--- config.mk ---
export PLATFORM = sky130hd
export DESIGN_NAME = pipe_ctrl
export DESIGN_NICKNAME = d
export VERILOG_FILES = /design/src/rtl/pipe_ctrl_pkg.sv /design/src/rtl/pipe_ctrl_stall_watchdog.sv /design/src/rtl/pipe_ctrl.sv
export SDC_FILE = /design/constraint.sdc
export NUM_CORES = 1
export LEC_CHECK = 0
export BUFFER_PORTS_ARGS = -buffer_cell sky130_fd_sc_hd__buf_2
export CORE_MARGIN = 8
export CORE_UTILIZATION = 48
export DETAILED_ROUTE_END_ITERATION = 8
export PLACE_DENSITY = 0.81
export SLEW_MARGIN = 25
export SYNTH_ARGS = -nofsm -noshare
export SYNTH_HDL_FRONTEND = slang
export SYNTH_SLANG_ARGS = --single-unit
--- constraint.sdc ---
create_clock -name clk -period 2.9 [get_ports clk]
set_input_delay 0.435 -clock clk [delete_from_list [all_inputs] [get_ports clk]]
set_output_delay 0.435 -clock clk [all_outputs]
set_load 0.005 [all_outputs]
--- src/rtl/pipe_ctrl_pkg.sv ---
// Shared definitions for the pipeline controller: stall masks, eret code, FSM states.
package pipe_ctrl_pkg;

  // A set bit holds the corresponding stage: [0]=PC [1]=IF [2]=ID [3]=EX [4]=MEM [5]=WB.
  localparam logic [5:0] STALL_MEM  = 6'b011111;
  localparam logic [5:0] STALL_EX   = 6'b001111;
  localparam logic [5:0] STALL_ID   = 6'b000111;
  localparam logic [5:0] STALL_NONE = 6'b000000;

  localparam logic [31:0] EXC_ERET = 32'h0000_000e;

  localparam logic Stop   = 1'b1;
  localparam logic NoStop = 1'b0;

  typedef enum logic [0:0] {
    IDLE    = 1'b0,
    RECOVER = 1'b1
  } state_e;

endpackage

--- src/rtl/pipe_ctrl_stall_watchdog.sv ---
// Counts consecutive bus-stall cycles and pulses bus_timeout once per TIMEOUT cycles.
module pipe_ctrl_stall_watchdog #(
  parameter int unsigned TIMEOUT = 256
) (
  input  logic clk,
  input  logic rst,
  input  logic bus_stall,   // already masked by flush
  output logic bus_timeout
);

  localparam logic [15:0] LAST = 16'(TIMEOUT - 1);

  logic [15:0] wdog_cnt_q, wdog_cnt_d;
  logic        pulse_q, pulse_d;

  // Next count: restart on any idle cycle, wrap to zero when the timeout fires.
  always_comb begin
    wdog_cnt_d = '0;
    pulse_d    = 1'b0;
    if (bus_stall) begin
      if (wdog_cnt_q == LAST) begin
        pulse_d = 1'b1;
      end else begin
        wdog_cnt_d = wdog_cnt_q + 16'd1;
      end
    end
  end

  // Counter and registered pulse.
  always_ff @(posedge clk or negedge rst) begin
    if (!rst) begin
      wdog_cnt_q <= '0;
      pulse_q    <= 1'b0;
    end else begin
      wdog_cnt_q <= wdog_cnt_d;
      pulse_q    <= pulse_d;
    end
  end

  assign bus_timeout = pulse_q;

endmodule

--- src/rtl/pipe_ctrl.sv ---
// Pipeline controller: stall merge, exception flush/redirect, watchdog and stall counter.
module pipe_ctrl
  import pipe_ctrl_pkg::*;
#(
  parameter logic [31:0] EXC_VECTOR = 32'h0000_0020,
  parameter int unsigned TIMEOUT    = 256,
  parameter int unsigned CNT_W      = 32
) (
  input  logic             clk,
  input  logic             rst,
  input  logic             stallreq_if,
  input  logic             stallreq_id,
  input  logic             stallreq_ex,
  input  logic             stallreq_mem,
  input  logic [31:0]      excepttype_i,
  input  logic [31:0]      cp0_epc_i,
  input  logic             perf_clr,
  output logic [5:0]       stall,
  output logic             flush,
  output logic [31:0]      new_pc,
  output logic             bus_timeout,
  output logic [CNT_W-1:0] stall_cnt
);

  state_e           state_q, state_d;
  logic             exc;
  logic [5:0]       stall_req;
  logic             bus_stall;
  logic [CNT_W-1:0] stall_cnt_q, stall_cnt_d;

  // Exceptions arriving during RECOVER belong to stale MEM contents and are ignored.
  assign exc = (state_q == IDLE) && (excepttype_i != '0);

  // Stall priority: deepest requesting stage wins.
  always_comb begin
    stall_req = STALL_NONE;
    if (stallreq_mem) begin
      stall_req = STALL_MEM;
    end else if (stallreq_ex) begin
      stall_req = STALL_EX;
    end else if (stallreq_id || stallreq_if) begin
      stall_req = STALL_ID;
    end
  end

  // Outputs; forced quiet while reset is asserted, flush overrides stalls.
  always_comb begin
    stall  = STALL_NONE;
    flush  = 1'b0;
    new_pc = '0;
    if (rst) begin
      if (exc) begin
        flush  = Stop;
        stall  = {6{NoStop}};
        new_pc = (excepttype_i == EXC_ERET) ? cp0_epc_i : EXC_VECTOR;
      end else begin
        stall = stall_req;
      end
    end
  end

  // Next state: RECOVER lasts exactly one cycle after each flush.
  always_comb begin
    state_d = state_q;
    unique case (state_q)
      IDLE:    if (exc) state_d = RECOVER;
      RECOVER: state_d = IDLE;
      default: state_d = IDLE;
    endcase
  end

  // FSM state register.
  always_ff @(posedge clk or negedge rst) begin
    if (!rst) state_q <= IDLE;
    else      state_q <= state_d;
  end

  assign bus_stall = (stallreq_if | stallreq_mem) & ~flush;

  pipe_ctrl_stall_watchdog #(
    .TIMEOUT (TIMEOUT)
  ) u_wdog (
    .clk         (clk),
    .rst         (rst),
    .bus_stall   (bus_stall),
    .bus_timeout (bus_timeout)
  );

  // Stall-cycle counter; clear has priority over increment.
  always_comb begin
    stall_cnt_d = stall_cnt_q;
    if (perf_clr) begin
      stall_cnt_d = '0;
    end else if (stall != STALL_NONE) begin
      stall_cnt_d = stall_cnt_q + 1'b1;
    end
  end

  // Counter register.
  always_ff @(posedge clk or negedge rst) begin
    if (!rst) stall_cnt_q <= '0;
    else      stall_cnt_q <= stall_cnt_d;
  end

  assign stall_cnt = stall_cnt_q;

endmodule
; ---- Word level (Yosys, flattened, before mapping)
; Index checks and enable logic that the tools add are counted.
[classes]
add_sub_neg = 2
n_eq_ne = 2
n_mux = 17
bitwise_logic = 4
reduce_logical = 5
[op_table]
columns = op, n
row1 = 32-bit two-way mux, 5
row2 = 32-bit by 1-bit adder with 32-bit output (second input constant), 1
row3 = 32-bit by 4-bit == test with 1-bit output (second input constant), 1
row4 = 16-bit two-way mux, 2
row5 = 32-bit nonzero test, 1
row6 = 6-bit two-way mux, 3
row7 = 16-bit by 1-bit adder with 16-bit output (second input constant), 1
row8 = 16-bit by 8-bit == test with 1-bit output (second input constant), 1
row9 = 6-bit nonzero test, 1
row10 = 1-bit two-way mux, 4
row11 = 4-bit two-way mux, 1
row12 = 3-bit two-way mux, 1
row13 = 1-bit inverter, 2
row14 = 1-bit case mux with 2 select lines, 1
row15 = 2-bit nonzero test, 1
row16 = 1-bit AND, 1
row17 = 1-bit logical AND, 1
row18 = 1-bit logical OR, 1
row19 = 1-bit OR, 1
[word_totals]
reg_bits = 50
inputBits = 71
elab_cells = 34

; ---- Depth between registers and ports, before layout
; Gate-level depths: netlist of the first run.
[logic_depth]
word_depth = 9
mapped_depth = 8
mapped_depth_nobuf = 6

; ---- Cells and area by module
; A second synthesis of the first run with hierarchy kept.
[unflattened]
hier_cells = 365
area_unflattened_um2 = 3241.9
[by_module_without_submodules]
columns = mod, n_inst, cells_per_inst, area_per_inst_um2
row1 = pipe_ctrl, 1, 288, 2438.6
row2 = pipe_ctrl_stall_watchdog, 1, 77, 803.3

; ---- Worst setup path before layout of the first run
; OpenSTA, ideal clock, no wires.
[synth_timing]
kind = input-to-output
from = input excepttype_i[21]
to = output stall[1]
arrival_time_ns = 1.990
t_required_ns = 2.465
path_slack_ns = 0.475
path_stages = 7
n_path_buf = 2
cell_sequence = nor4_1 -> nand4_2 -> o31ai_4 -> inv_4 -> buf_2 -> nor2_1 -> buf_4
[synth_via]
elab_chain_cells = 4
[synth_lines]
columns = item, line
row1 = from (decl), pipe_ctrl.sv:15  ; input logic [31:0] excepttype_i,
row2 = 32-bit nonzero test, pipe_ctrl.sv:32  ; assign exc = (state_q == IDLE) && (excepttype_i != '0);
row3 = 1-bit logical AND, pipe_ctrl.sv:32
row4 = 6-bit two-way mux, pipe_ctrl.sv:52  ; if (exc) begin
row5 = 6-bit two-way mux, pipe_ctrl.sv:51  ; if (rst) begin
row6 = to (decl), pipe_ctrl.sv:18  ; output logic [5:0] stall,
; Every way passes these cells.

; ---- Final worst setup path of the first run
[layout_timing]
from = input rst
to = output new_pc[18]
[layout_via]
elab_chain_cells = 1
[layout_lines]
columns = item, line
row1 = from (decl), pipe_ctrl.sv:10  ; input logic rst,
row2 = 32-bit two-way mux, pipe_ctrl.sv:51
row3 = to (decl), pipe_ctrl.sv:20  ; output logic [31:0] new_pc,
; Every way passes these cells.

==> results.txt, run 1 <==
----------------------------------------------------
[Setup path]
  Startpoint kind of the worst setup timing path ... input pin
  Crit Path Max Fanout ... 31
  Setup crit end kind ... output pin
  Startpoint of the worst-slack reg-to-reg timing path ... stall_cnt[19]
  CP Data Arrival Time ... 2.24 ns
  Required time at the worst-slack endpoint ... 2.47 ns
  Critical setup path kind ... input pin to output pin
  Worst setup path start ... rst

[Final layout]
  Fraction of the core area covered by cells at the end of the flow ... 63.6%
  Most common cell after layout, fill and taps aside ... buf_2
  Non-Filler Instances ... 579
  Number of nets at the end of the flow ... 574
  Highest-count cells in the layout ignoring fill and taps ... 141 x buf_2, 50 x dfrtp_1, 34 x and2_1
  Antenna fix cells ... 0
  Layout cell share with drive strength beyond 1 ... 33.9%
  Area added between synthesis and finish ... 27.2%

[Yosys]
  Most used DFF post-synth ... dfrtp_1
  Count of flip-flops with a built-in enable after synthesis ... 0
  Mean area per synthesized cell ... 8.70 um^2
  Distinct cells, synth ... 41
  Cell area after technology mapping ... 3190 um^2
  Gate count after technology mapping ... 367
  Count of synthesis-stage warnings from yosys ... 0
  Share of synthesized area occupied by flip-flops and latches ... 39.2%
  Number of synthesized register bits ... 50
  Synthesized Nets ... 440
  FFs w/ async S/R, synth ... 100%

[Clock network]
  Number of sinks handled by clock tree synthesis ... 50
  Number of buffers created by CTS ... 5
  Clk pin slew, worst setup/hold paths ... 0.10 ns
  Clock H-tree levels ... 2
  Root buffer cell ... clkbuf_8
  Post CTS Setup Buffer Count ... 0
  TritonCTS clock tree ... built
  Worst skew pair latency ... 0.31 ns
  Maximum count of clock buffers along a single path ... 2

[GRT]
  Number of global-route vias before repair ... 3371
  First-pass GRT wire length ... 16700 um
  Leftover overflow at the end of global routing ... 0
  Number of antenna violations at the first check in global routing ... 0
  Pin count of the biggest net entering global routing ... 49
  GRT Resource Usage Total ... 20.6%

[Floorplanning]
  Core area ... 6390 um^2
  I/O pin count ... 143
  Initial Utilization ... 50.0%
  Chip width ... 97.6 um
  Floorplan die height ... 97.6 um
  Site row count ... 29
  Total die area ... 9520 um^2

[STA]
  Final critical-path required period ... 2.67 ns
  Fmax achieved ... 0.374 GHz
  Final Slew Violations ... 0
  Setup Viol. Count Final ... 0
  Post-route clock skew ... 0.0105 ns
  Final setup slack of the worst path ... 0.226 ns
  RSZ-0062 raised after global routing ... no
  Total negative slack for setup checks ... 0 ns
  Slew of the pin with the lowest slew margin ... 0.686 ns
  Worst rel slew slack ... 54.3%
  Final hold vios ... 0
  Portion of the clock cycle consumed by the worst path in the final layout ... 92.2%

[Routing]
  Number of optimization iterations in the first detailed-route pass ... 4
  Count of vias placed by the detailed router ... 3420
  Count of unresolved DRC violations after routing ... 0
  Antenna viol nets, final ... 0
  Final wirelength ... 10300 um
  Per-cell via count in the routed design ... 5.91
  Mean routed wirelength per cell ... 17.8 um
  Number of DRC markers after the initial detailed-route iteration ... 261

[Placed design]
  Detailed placer's ending HPWL ... 7800 um
  Port bufs ... 141
  Total instance count after detailed placement ... 570
  Final GP Congestion ... 0.886
  Worst Setup Slack post-DPL ... 0.359 ns

[Outcome]
  Outcome ... finished, final reports clean

[Power]
  P_leak ... 1.94 nW
  Post-layout power ... 1.24 mW
  Maximum vdd ir drop ... 0.203 mV
  Power density relative to cell area ... 306 nW/um^2

[Worst hold path]
  Class of the tightest hold or removal check ... input pin to async pin

[Run]
  Max-capacitance violation count ... 0

----------------------------------------------------
-- where the power goes --
group / internal (mW) / leakage, nW / switching, mW
Combinational: 0.0521 / 1.21 / 0.0704
Clock: 0.171 / 0.0452 / 0.239
Sequential: 0.701 / 0.692 / 0.00640
Total: 0.924 / 1.94 / 0.316
-- per-layer routing --
layer	part of all wire, %	track usage, %	vias to the layer above
met5	0	0	-
met3	5.6	3.98	7
met1	41	26.0	1652
li1	-	-	1653
met2	53	35.5	108
met4	0.55	3.61	0
-- logic make-up after synthesis --
kind of cell	count (synthesis)	synth area share, %
adders and majority gates	2	0.784
muxes	3	1.06
buffers and inverters	40	5.45
and+or+nand+nor	180	32.6
xor gates and xnor gates	14	3.84
other	1	0.117
DFF	50	39.2
AOI/OAI and AO/OA	77	16.9
-- worst max-delay path, cell delays in order --
cell and delay, ns:
dlygate4sd3_1 0.51, buf_2 0.26, nand2_1 0.13, nor4_2 0.30, buf_4 0.28, and2_1 0.19
buf_2 0.12
-- final cells by class --
| type | count | area [um^2] |
|---|---|---|
| Inverter | 16 | 62.6 |
| Fill cell | 546 | 2320 |
| Tap cell | 77 | 96.3 |
| Multi-Input combinational cell | 277 | 1780 |
| Clock inverter | 2 | 13.8 |
| Clock buffer | 6 | 72.6 |
| Timing Repair Buffer | 151 | 783 |
| Sequential cell | 50 | 1250 |
-- stage by stage --
step / area, um^2 / hold slack (ns)
finish: 4060 / 0.511
floorplan: 3190 / 0.139
CTS: 4060 / 0.508
global route: 4060 / 0.514
global placement: 3970 / 0.305
detailed placement: 3970 / 0.311
-- path summary, 6_finish.rpt --
| path | to | slack (ns) | cells past startpoint |
|---|---|---|---|
| max | new_pc[18] | 0.23 | 7 |
| min | u_wdog.wdog_cnt_q[7] | 0.51 | 2 |
| max reg2reg | stall_cnt[25] | 0.60 | 5 |
| min reg2reg | u_wdog.wdog_cnt_q[0] | 0.53 | 1 |
| max in group asynchronous | stall_cnt[18] | 1.68 | 3 |
| min in group clk | u_wdog.wdog_cnt_q[0] | 0.53 | 1 |
-- flip-flops by register name, indices dropped and copies added, names as in the netlist --
signal / cells
u_wdog.wdog_cnt_q: 16
stall_cnt: 32
state_q: 1
u_wdog.bus_timeout: 1
-- Yosys cell counts, types with 5 or more instances --
master     n  area share, %
nand3_1   25            3.9
o41ai_1    5            1.4
and2_1    34            6.7
xnor2_1    6            1.6
nand2_1   12            1.4
xor2_1     8            2.2
a21oi_1   29            4.5
o31ai_1   18            4.2
nor3_1     9            1.4
nor4_1    11            2.2
o211ai_1   7            1.6
nor2_1    31            3.6
or3_1      6            1.2
inv_1     15            1.8
dfrtp_1   50             39
clkbuf_1  17            2.0
nand4_1   11            2.2
and3_1     8            1.6
or4_1     20            4.7
-- what timing repair did --
item                      in CTS  in global routing
resized for setup              0                  0
hold endpoints to repair       4                  0
hold buffers                   1                  0
No activity file was read; power rests on OpenSTA's default activity.
==> run 2: changes to the inputs <==
--- a/config.mk
+++ b/config.mk
@@ -8,6 +8,7 @@
 export BUFFER_PORTS_ARGS = -buffer_cell sky130_fd_sc_hd__buf_2
 export CORE_MARGIN = 8
 export CORE_UTILIZATION = 48
+export CTS_CLUSTER_DIAMETER = 60
 export DETAILED_ROUTE_END_ITERATION = 8
 export PLACE_DENSITY = 0.81
 export SLEW_MARGIN = 25
==> constraint.sdc (replaced) <==
create_clock -name clk -period 2.9 [get_ports clk]
set_input_delay 0.725 -clock clk [delete_from_list [all_inputs] [get_ports clk]]
set_output_delay 0.725 -clock clk [all_outputs]
set_load 0.005 [all_outputs]
==> results.txt, run 2 (synthesis gave the netlist of run 1 again) <==
----------------------------------------------------
[Placed design]
  Worst Setup Slack post-DPL ... -0.0542 ns (-0.413 ns)
  Detailed placer's ending HPWL ... 8380 um (+7.4%)
  Placement-stage cell area ... 4060 um^2 (+2.5%)
  Port bufs ... 141 (unchanged)
  Final GP Congestion ... 0.868 (-2.0%)

[Setup path]
  Startpoint kind of the worst setup timing path ... input pin
  Crit Path Max Fanout ... 8 (-74%)
  Setup crit end kind ... output pin
  Required time at the worst-slack endpoint ... 2.17 ns (-0.30 ns)
  Critical setup path kind ... input pin to output pin
  Number of cell instances on the worst register-to-register path ... 5 (unchanged)
  CP Data Arrival Time ... 2.18 ns (-0.06 ns)

[GRT]
  GRT Resource Usage Total ... 22.4% (+1.8 points)
  Number of antenna violations at the first check in global routing ... 0 (unchanged)
  Number of global-route vias before repair ... 3448 (+2.3%)
  Leftover overflow at the end of global routing ... 0 (unchanged)
  First-pass GRT wire length ... 17900 um (+7.3%)
  Pin count of the biggest net entering global routing ... 44 (-10%)

[STA]
  Final critical-path required period ... 2.90 ns (+0.229 ns)
  Fmax achieved ... 0.344 GHz (-7.9%)
  Worst rel slew slack ... 57.9% (+3.6 points)
  Portion of the clock cycle consumed by the worst path in the final layout ... 100% (+7.9 points)
  Slew of the pin with the lowest slew margin ... 0.629 ns (-0.0562 ns)
  Final setup slack of the worst path ... -0.00288 ns (-0.229 ns)
  Worst slack on hold paths ... 0.435 ns (-0.0765 ns)
  Post-route clock skew ... 0.00289 ns (-0.00757 ns)
  RSZ-0062 raised after global routing ... yes
  Setup Viol. Count Final ... 1 (+1)
  Final hold vios ... 0 (unchanged)
  Final Slew Violations ... 0 (unchanged)

[Power]
  Net load switching power ... 0.310 mW (-1.9%)
  Gate power share ... 11.9% (+2.0 points)
  Power density relative to cell area ... 274 nW/um^2 (-10%)
  Post-layout power ... 1.24 mW (-0.16%)
  Pint ... 0.929 mW (+0.44%)
  Sequential power share ... 57.2% (about the same)
  Switching share of power ... 25.0% (-0.45 points)
  Maximum vdd ir drop ... 0.238 mV (+17%)
  P_leak ... 2.10 nW (+8.1%)
  Fraction of power consumed by the clock network ... 31.0% (-2.1 points)

[Routing]
  Final wirelength ... 11800 um (+15%)
  Count of unresolved DRC violations after routing ... 0 (unchanged)
  Count of vias placed by the detailed router ... 3523 (+3.0%)
  Antenna viol nets, final ... 0 (unchanged)
  Mean routed wirelength per cell ... 19.8 um (+12%)
  Number of DRC markers after the initial detailed-route iteration ... 182 (-30%)
  Per-cell via count in the routed design ... 5.93 (+0.41%)
  Number of optimization iterations in the first detailed-route pass ... 4 (unchanged)

[Clock network]
  Clk pin slew, worst setup/hold paths ... 0.09 ns (about the same)
  TritonCTS clock tree ... built
  Worst skew pair latency ... 0.29 ns (-0.02 ns)
  Number of buffers created by CTS ... 5 (unchanged)
  Maximum count of clock buffers along a single path ... 2 (unchanged)
  Hold-fix buffers, CTS ... 0 (-1)
  Clock H-tree levels ... 2 (unchanged)
  Root buffer cell ... clkbuf_8
  Number of sinks handled by clock tree synthesis ... 50 (unchanged)

[Final layout]
  Fraction of the core area covered by cells at the end of the flow ... 70.9% (+7.3 points)
  Highest-count cells in the layout ignoring fill and taps ... 116 x buf_2, 50 x dfrtp_1, 30 x nor2_1
  Layout cell share with drive strength beyond 1 ... 41.2% (+7.3 points)
  Final cell area excluding filler cells ... 4530 um^2 (+11%)
  Area added between synthesis and finish ... 41.8%
  Antenna fix cells ... 0 (unchanged)
  Number of nets at the end of the flow ... 590 (+2.8%)
  Max reg flops ... 32 (unchanged)
  Most common cell after layout, fill and taps aside ... buf_2

[Worst hold path]
  Class of the tightest hold or removal check ... input pin to async pin

[Outcome]
  Violations in the final reports ... setup timing
  Outcome ... finished with violations

[Floorplanning]
  Initial Utilization ... 50.0% (unchanged)
  Core area ... 6390 um^2 (unchanged)
  I/O pin count ... 143 (unchanged)
  Total die area ... 9520 um^2 (unchanged)
  Floorplan die height ... 97.6 um (unchanged)
  Site row count ... 29 (unchanged)
  Chip width ... 97.6 um (unchanged)

[Run]
  Max-capacitance violation count ... 0 (unchanged)

----------------------------------------------------
## run 2: path summary, 6_finish.rpt
check,slack (ns),startpoint,end
min reg2reg,0.51,u_wdog.wdog_cnt_q[0],u_wdog.wdog_cnt_q[0]
max,-0.003,excepttype_i[17],new_pc[1]
max reg2reg,0.58,stall_cnt[19],stall_cnt[25]
min in group clk,0.51,u_wdog.wdog_cnt_q[0],u_wdog.wdog_cnt_q[0]
min,0.43,rst,stall_cnt[20]
max in group asynchronous,1.90,rst,u_wdog.wdog_cnt_q[8]
## run 2: power by group through the flow
| stage | clock network (mW) | logic [mW] | registers, mW |
|---|---|---|---|
| floorplan | 0 | 0.0450 | 0.721 |
| global placement | 0 | 0.126 | 0.722 |
| detailed placement | 0 | 0.130 | 0.722 |
| CTS | 0.391 | 0.135 | 0.708 |
| global route | 0.423 | 0.162 | 0.709 |
| finish | 0.383 | 0.147 | 0.708 |
## run 2: worst max-delay path, stage by stage
cell,delay [ns]
buf_8,0.10
nor4_4,0.32
nand4_4,0.19
nor4_4,0.25
buf_4,0.20
buf_6,0.15
and2_4,0.16
buf_6,0.09
## run 2: timing repair
| item | CTS | global route |
|---|---|---|
| cloned | 2 | 1 |
| pin swaps | 4 | 26 |
| endpoints found under the hold margin | 0 | 0 |
| setup buffers | 5 | 3 |
| resized for setup | 8 | 64 |
| endpoints found under the setup margin | 31 | 37 |
## run 2: stage by stage
stage | cells | setup TNS, ns
floorplan | 367 | 0
global placement | 578 | 0
detailed placement | 578 | -1.06
CTS | 592 | 0
global route | 594 | -1.10
finish | 594 | -0.00288
## run 2: area by class of cell
class / count / area [um^2]
clock buffer: 7 / 76.3
fill: 530 / 1860
inverter: 16 / 62.6
multi-input combinational: 277 / 1950
sequential: 50 / 1250
tap: 77 / 96.3
timing repair buffer: 167 / 1090
## run 2: routing by layer
| layer | wire [um] | part of all wire, % | track usage, % |
|---|---|---|---|
| met5 | 0 | 0 | 0 |
| met3 | 601 | 5.1 | 3.98 |
| met2 | 6370 | 54 | 39.5 |
| met1 | 4640 | 39 | 27.9 |
| met4 | 164 | 1.4 | 3.85 |
